## src/rtl/iob_rst_seq.sv

```systemverilog
// Reset / clock-enable sequencer: qualifies PLL lock, stretches arst_o and raises cke_o ahead of release.
// Optional watchdog in RUN is compiled in when IOB_RST_SEQ_WDOG_EN is defined.
module iob_rst_seq #(
    parameter int CNT_W       = 16,
    parameter int LOCK_CYCLES = 16,
    parameter int HOLD_CYCLES = 8,
    parameter int CKE_LEAD    = 2,
    parameter int WDOG_CYCLES = 1024
) (
    input  logic       clk_i,
    input  logic       rst_n_i,
    input  logic       pll_locked_i,
    input  logic       ext_rst_i,
    input  logic       wdog_kick_i,
    output logic       arst_o,
    output logic       cke_o,
    output logic       ready_o,
    output logic [1:0] rst_cause_o
);

    localparam logic [2:0] S_IDLE      = 3'd0;
    localparam logic [2:0] S_LOCK_WAIT = 3'd1;
    localparam logic [2:0] S_HOLD      = 3'd2;
    localparam logic [2:0] S_LEAD      = 3'd3;
    localparam logic [2:0] S_RUN       = 3'd4;

    localparam logic [1:0] CAUSE_POR  = 2'd0;
    localparam logic [1:0] CAUSE_LOCK = 2'd1;
    localparam logic [1:0] CAUSE_EXT  = 2'd2;
    localparam logic [1:0] CAUSE_WDOG = 2'd3;

    localparam logic [CNT_W-1:0] LOCK_LAST = CNT_W'(LOCK_CYCLES - 1);
    localparam logic [CNT_W-1:0] HOLD_LAST = CNT_W'(HOLD_CYCLES - 1);
    localparam logic [CNT_W-1:0] LEAD_LAST = (CKE_LEAD > 0) ? CNT_W'(CKE_LEAD - 1) : '0;

    logic [2:0]       state;
    logic [2:0]       state_nxt;
    logic [CNT_W-1:0] cnt;
    logic [CNT_W-1:0] cnt_nxt;
    logic [1:0]       cause_nxt;
    logic             wdog_trip;

    // Counters stop at all-ones instead of wrapping.
    function automatic logic [CNT_W-1:0] sat_inc(input logic [CNT_W-1:0] v);
        return (v == '1) ? v : v + 1'b1;
    endfunction

`ifdef IOB_RST_SEQ_WDOG_EN
    localparam logic [CNT_W-1:0] WDOG_LAST = CNT_W'(WDOG_CYCLES - 1);

    logic [CNT_W-1:0] wdog_cnt;

    assign wdog_trip = (state == S_RUN) && !wdog_kick_i && (wdog_cnt == WDOG_LAST);

    // Only counts edges spent entirely inside RUN; the entry edge starts it at zero.
    always_ff @(posedge clk_i) begin
        if (!rst_n_i) begin
            wdog_cnt <= '0;
        end else if (state != S_RUN || state_nxt != S_RUN || wdog_kick_i) begin
            wdog_cnt <= '0;
        end else begin
            wdog_cnt <= sat_inc(wdog_cnt);
        end
    end
`else
    logic wdog_unused;

    assign wdog_trip   = 1'b0;
    assign wdog_unused = wdog_kick_i | (WDOG_CYCLES == 0);
`endif

    always_comb begin
        state_nxt = state;
        cnt_nxt   = cnt;
        cause_nxt = rst_cause_o;
        case (state)
            S_IDLE: begin
                state_nxt = S_LOCK_WAIT;
                cnt_nxt   = '0;
            end
            S_LOCK_WAIT: begin
                if (!pll_locked_i) begin
                    cnt_nxt = '0;
                end else if (cnt == LOCK_LAST) begin
                    state_nxt = S_HOLD;
                    cnt_nxt   = '0;
                end else begin
                    cnt_nxt = sat_inc(cnt);
                end
            end
            S_HOLD: begin
                if (!pll_locked_i) begin
                    state_nxt = S_LOCK_WAIT;
                    cnt_nxt   = '0;
                end else if (ext_rst_i) begin
                    cnt_nxt = '0;
                end else if (cnt == HOLD_LAST) begin
                    state_nxt = (CKE_LEAD == 0) ? S_RUN : S_LEAD;
                    cnt_nxt   = '0;
                end else begin
                    cnt_nxt = sat_inc(cnt);
                end
            end
            S_LEAD: begin
                if (!pll_locked_i) begin
                    state_nxt = S_LOCK_WAIT;
                    cnt_nxt   = '0;
                end else if (cnt == LEAD_LAST) begin
                    state_nxt = S_RUN;
                    cnt_nxt   = '0;
                end else begin
                    cnt_nxt = sat_inc(cnt);
                end
            end
            S_RUN: begin
                // Lock loss outranks the watchdog, which outranks the external request.
                if (!pll_locked_i) begin
                    state_nxt = S_LOCK_WAIT;
                    cnt_nxt   = '0;
                    cause_nxt = CAUSE_LOCK;
                end else if (wdog_trip) begin
                    state_nxt = S_HOLD;
                    cnt_nxt   = '0;
                    cause_nxt = CAUSE_WDOG;
                end else if (ext_rst_i) begin
                    state_nxt = S_HOLD;
                    cnt_nxt   = '0;
                    cause_nxt = CAUSE_EXT;
                end
            end
            default: begin
                state_nxt = S_IDLE;
                cnt_nxt   = '0;
            end
        endcase
    end

    // Outputs are decoded from the next state so they move on the same edge as state.
    always_ff @(posedge clk_i) begin
        if (!rst_n_i) begin
            state       <= S_IDLE;
            cnt         <= '0;
            arst_o      <= 1'b1;
            cke_o       <= 1'b0;
            ready_o     <= 1'b0;
            rst_cause_o <= CAUSE_POR;
        end else begin
            state       <= state_nxt;
            cnt         <= cnt_nxt;
            arst_o      <= (state_nxt != S_RUN);
            cke_o       <= (state_nxt == S_LEAD) || (state_nxt == S_RUN);
            ready_o     <= (state_nxt == S_RUN);
            rst_cause_o <= cause_nxt;
        end
    end

endmodule
```

## config.mk

```make
export PLATFORM = sky130hd
export DESIGN_NAME = iob_rst_seq
export DESIGN_NICKNAME = d
export VERILOG_FILES = /design/src/rtl/iob_rst_seq.sv
export SDC_FILE = /design/constraint.sdc
export NUM_CORES = 1
export LEC_CHECK = 0
export ABC_AREA = 1
export BUFFER_PORTS_ARGS = -buffer_cell sky130_fd_sc_hd__buf_2
export CELL_PAD_IN_SITES_DETAIL_PLACEMENT = 0
export CELL_PAD_IN_SITES_GLOBAL_PLACEMENT = 1
export CORE_ASPECT_RATIO = 0.9
export CORE_MARGIN = 2
export CORE_UTILIZATION = 45
export CTS_CLUSTER_DIAMETER = 50
export DETAILED_ROUTE_END_ITERATION = 8
export GPL_ROUTABILITY_DRIVEN = 0
export PLACE_DENSITY = 0.94
export SLEW_MARGIN = 10
export SYNTH_ARGS = -nofsm -noshare
export SYNTH_HDL_FRONTEND = slang
export SYNTH_SLANG_ARGS = --single-unit
```

## constraint.sdc

```tcl
create_clock -name clk_i -period 2.9 [get_ports clk_i]
set_input_delay 0.87 -clock clk_i [delete_from_list [all_inputs] [get_ports clk_i]]
set_output_delay 0.87 -clock clk_i [all_outputs]
set_load 0.02 [all_outputs]
```

---- Word level (Yosys, flattened, before mapping) ----
Cells that the tools add are included.
storage, ports and cells
  word-level logic and storage cells ...... 46
  input bits .............................. 5
  flip-flop bits (word level) ............. 24
  output and inout bits ................... 5
operators by class
  $add $sub $neg .......................... 1
  equality and inequality tests ........... 13
  reductions and logical operators ........ 3
  muxes and demuxes ....................... 23
operators with widths
  kind                                                  count
  two-way mux 16 bit                                    10
  case mux 16 bit (4 select lines)                      1
  two-way mux 3 bit                                     9
  adder 16 x 1 -> 16 bit, second input constant         1
  equality test 16 x 1 -> 1 bit, second input constant  1
  equality test 16 bit, second input constant           1
  equality test 16 x 3 -> 1 bit, second input constant  1
  equality test 16 x 4 -> 1 bit, second input constant  1
  case mux 3 bit (5 select lines)                       1
  equality test 3 x 2 -> 1 bit, second input constant   3
  equality test 3 bit, second input constant            2
  != test 3 bit, second input constant                  2
  two-way mux 2 bit                                     2
  equality test 3 x 1 -> 1 bit, second input constant   1
  logical NOT 3 bit                                     1
  != test 2 x 1 -> 1 bit, second input constant         1
  AND reduction 2 bit                                   1
  logical OR 1 bit                                      1

---- Longest topological paths before layout ----
  depth after elaboration ................. 7
  mapped depth ............................ 11
  depth with buffers taken out ............ 11

---- Worst setup path after synthesis ----
Ideal clock, no wire load.
  path type ............................... input to register
  start point ............................. input ext_rst_i
  end point ............................... register cnt[0]
  data arrival time ....................... 1.726 ns
  path slack .............................. 1.056 ns
  stages .................................. 7
  required time ........................... 2.783 ns
  setup time .............................. 0.117 ns
  path buffers ............................ 0
  path through ............................ inv_1 nand2_1 nor2_1 inv_1 nand2_1 xor2_1 nor2_1
between the ends
  word-level cells in the longest chain between the ends .. 3
  elaborated cells on any way between the ends .. 4
  classes of those cells .................. 1 x eq/ne; 3 x mux
ends and longest elaborated chain
  what                              line  text
  from (decl)                       13    input logic ext_rst_i,
  two-way mux 16 bit                95    end else if (ext_rst_i) begin
  two-way mux 16 bit                92    if (!pll_locked_i) begin
  case mux 16 bit (4 select lines)  76    case (state)
  to (signal assigned)              149   cnt <= cnt_nxt;
  to (decl)                         38    logic [CNT_W-1:0] cnt;
Parallel ways exist; a longest one is shown, timed or not.
A chain may end at the register's enable or synchronous reset.

---- Worst setup path in the final report ----
  start point ............................. register cnt[1]
  end point ............................... register cnt[0]
between the ends
  word-level cells in the longest chain between the ends .. 6
  elaborated cells on any way between the ends .. 13
  classes of those cells .................. 4 x eq/ne; 9 x mux
ends and longest elaborated chain
  what                                line  text
  equality test 16 bit                45    return (v == '1) ? v : v + 1'b1;
  two-way mux 16 bit                  n/a
  two-way mux 16 bit                  97    end else if (cnt == HOLD_LAST) begin
  two-way mux 16 bit                  95
  two-way mux 16 bit                  92
  case mux 16 bit (4 select lines) *  76
Every way passes the cells marked *; elsewhere a longest branch is shown, timed or not.

==> flow_metrics.tcl <==
set metrics [dict create \
    cts_buffer_depth 2 \
    slowest_stage "dfxtp_1" \
    critPathMaxFanout 13 \
    grt_pass1_wl_mm 5.93 \
    worst_setup_path_start_kind "flop" \
    seq_area_um2 480 \
    p_leak_nw 0.705 \
    yosysTopAreaCell "dfxtp_1" \
    insertion_delay_ns 0.32 \
    numPortBuffers 8 \
    synth_top_area_frac 0.331 \
    mostFrequentLayoutCells "59 x nand2_1, 36 x nor2_1, 30 x inv_1" \
    start_util 0.474 \
    ios 10 \
    core_um2 3070 \
    grt.overflow.total 0 \
    post_cts_buffers 0 \
    drc_errors 0 \
    outcome "complete, no violations" \
    syn_inst 230 \
    tns_ns 0 \
    ctsResizeCount 0 \
    placementRows 19 \
    vias 1429 \
    grt_use_total 0.206 \
    synth_xor_area_frac 0.0121 \
    cts.sinks 24 \
    syn-num-nets 237 \
    postLayoutCellArea_um2 1590 \
    yosysSeqAreaShare 0.331 \
    reg2regPathDepth 9 \
    drive_above_1_share 0.0833 \
    synth_top_family_by_area "simple AND/OR/NAND/NOR gates" \
    die_h_um 57.9 \
    dp_slack_ns 0.739 \
    synth_cell_types 28 \
    layout_commonest_cell "nand2_1" \
    critPathRequiredTime_ns 3.13 \
    timing.final.crit_period_ns 2.02 \
    synthAdderAreaFrac 0.0172 \
    die_w_um 63.9 \
    area_growth_pct 9.13 \
    skew_ns 0.00257 \
    rsz0062_at_grt "no" \
    slowest_delay_ns 0.41 \
    maxCapViolCount 0 \
    pwr_density_cell_nw_per_um2 385 \
    path_class "flop to flop" \
    cts_tree "yes" \
    slew_headroom 0.600 \
    netlist_area_um2 1450 \
    hp-class "flop to flop" \
    synth_compound_area_frac 0.118 \
    cts_buffers 3 \
    yosys.area_share.simple 0.428 \
    peakVddDrop_mv 0.283 \
    avgSynthCellArea_um2 6.32 \
    dieArea_um2 3700 \
    worst_slack_ns 0.876 \
    clk_pin_slew_ns 0.14 \
    yosys-top-cells-area "dfxtp_1 33%, nand2_1 15%, nor2_1 9.3%, inv_1 7.8%, nand3_1 6.9%" \
    drtAntennaViolNets 0 \
    firstDrtPassIters 4 \
    place_area_um2 1530 \
    routed_via_density 5.07 \
    h-tree-depth 1 \
    end_kind "flop" \
    wl_mm 3.32 \
    path_cells "ha_1 -> nand2_1 -> nor2_4 -> nand2_2 -> nor2_4 -> nand3_2 -> nand2_1 -> xor2_1 -> nor2_1" \
    synthMuxAreaShare 0 \
    wire_per_inst_um 11.8 \
    drt_iter0_markers 95 \
    tightest_slew_ns 0.596 \
    ys_ff_latch 24 \
    setup_viol 0 \
    multi_input_area_um2 836 \
    diodes 0 \
    clock-root-buffer "clkbuf_4" \
    max_freq_mhz 494 \
    period_share 0.698 \
    hold_viol 0 \
    fin_nets 248 \
    hpwlAfterDp_mm 2.41 \
    ys_warn_count 0 \
    hold_path_depth 2 \
    final_util 0.517 \
    antenna_found_initial 0 \
    nFillCells 324 \
    drv_slew 0 \
    arrival_ns 2.25 \
    grt_max_degree 17 \
    grt_pass1_vias 1321 \
    cts_hold_buf 0 \
]
## path summary, 6_finish.rpt
path                   from              to  slack (ns)
max                  cnt[1]          cnt[0]        0.88
max reg2reg          cnt[1]          cnt[0]        0.88
min          rst_cause_o[0]  rst_cause_o[0]        0.48
min reg2reg  rst_cause_o[0]  rst_cause_o[0]        0.48
## layer usage
layer	part of all wire	up-vias	GRT usage
li1	-	765	-
met4	0.0048	0	0.0466
met3	0.056	2	0.0524
met2	0.41	36	0.301
met5	0	-	0
met1	0.53	626	0.304
## stage by stage
| stage | cells | hold WS, ns | total power [mW] |
|---|---|---|---|
| 6_report | 282 | 0.484 | 0.610 |
| 5_1_grt | 282 | 0.539 | 0.639 |
| 4_1_cts | 282 | 0.489 | 0.622 |
| 3_5_place_dp | 278 | 0.465 | 0.368 |
| 3_3_place_gp | 278 | 0.473 | 0.368 |
| 2_1_floorplan | 230 | 0.480 | 0.359 |
## report_power, final
part	internal [mW]	switching [mW]	total (mW)	leakage (nW)
Clock	0.140	0.110	0.250	0.0279
Sequential	0.332	0.00240	0.334	0.194
Combinational	0.00828	0.0186	0.0269	0.483
## area by class of cell
type | count | share of cell area
timing repair buffer | 9 | 0.0300
sequential | 24 | 0.303
inverter | 31 | 0.0734
clock inverter | 1 | 0.0189
multi-input combinational | 172 | 0.527
tap | 42 | 0.0331
clock buffer | 3 | 0.0142
## cells by family (layout without fill, tap and decap cells)
| kind of cell | after synthesis | in the layout |
|---|---|---|
| and+or+nand+nor | 138 | 138 |
| buffers and inverters | 34 | 44 |
| AOI/OAI and AO/OA | 30 | 30 |
| DFF | 24 | 24 |
| adders and majority gates | 2 | 2 |
| xor gates and xnor gates | 2 | 2 |
## Yosys cell counts
library cell	n
nand4_1	8
inv_2	1
nor3b_1	1
nand3_1	20
nand3b_1	2
a21boi_0	1
nor2_4	2
nand3_4	1
buf_2	1
nand3_2	1
dfxtp_1	24
a21oi_1	12
nor3_1	6
buf_6	1
nor2_2	1
o21bai_1	3
a21o_1	1
o22ai_1	1
ha_1	2
nor2_1	36
nand2_1	59
nand2_2	1
inv_1	30
o31ai_1	1
xor2_1	2
clkbuf_1	1
o21ai_0	10
o211a_1	1
## flip-flops by register name, indices dropped and copies added, names as in the netlist
name         cells
cnt             16
state            3
rst_cause_o      2
arst_o           1
cke_o            1
ready_o          1
## critical path, delay by kind of cell (launching register included)
kind | cells | cell delay [ns]
and+or+nand+nor | 7 | 1.15
DFF | 1 | 0.41
adders and majority gates | 1 | 0.19
xor gates and xnor gates | 1 | 0.17
(Power assumes the default switching activity.)
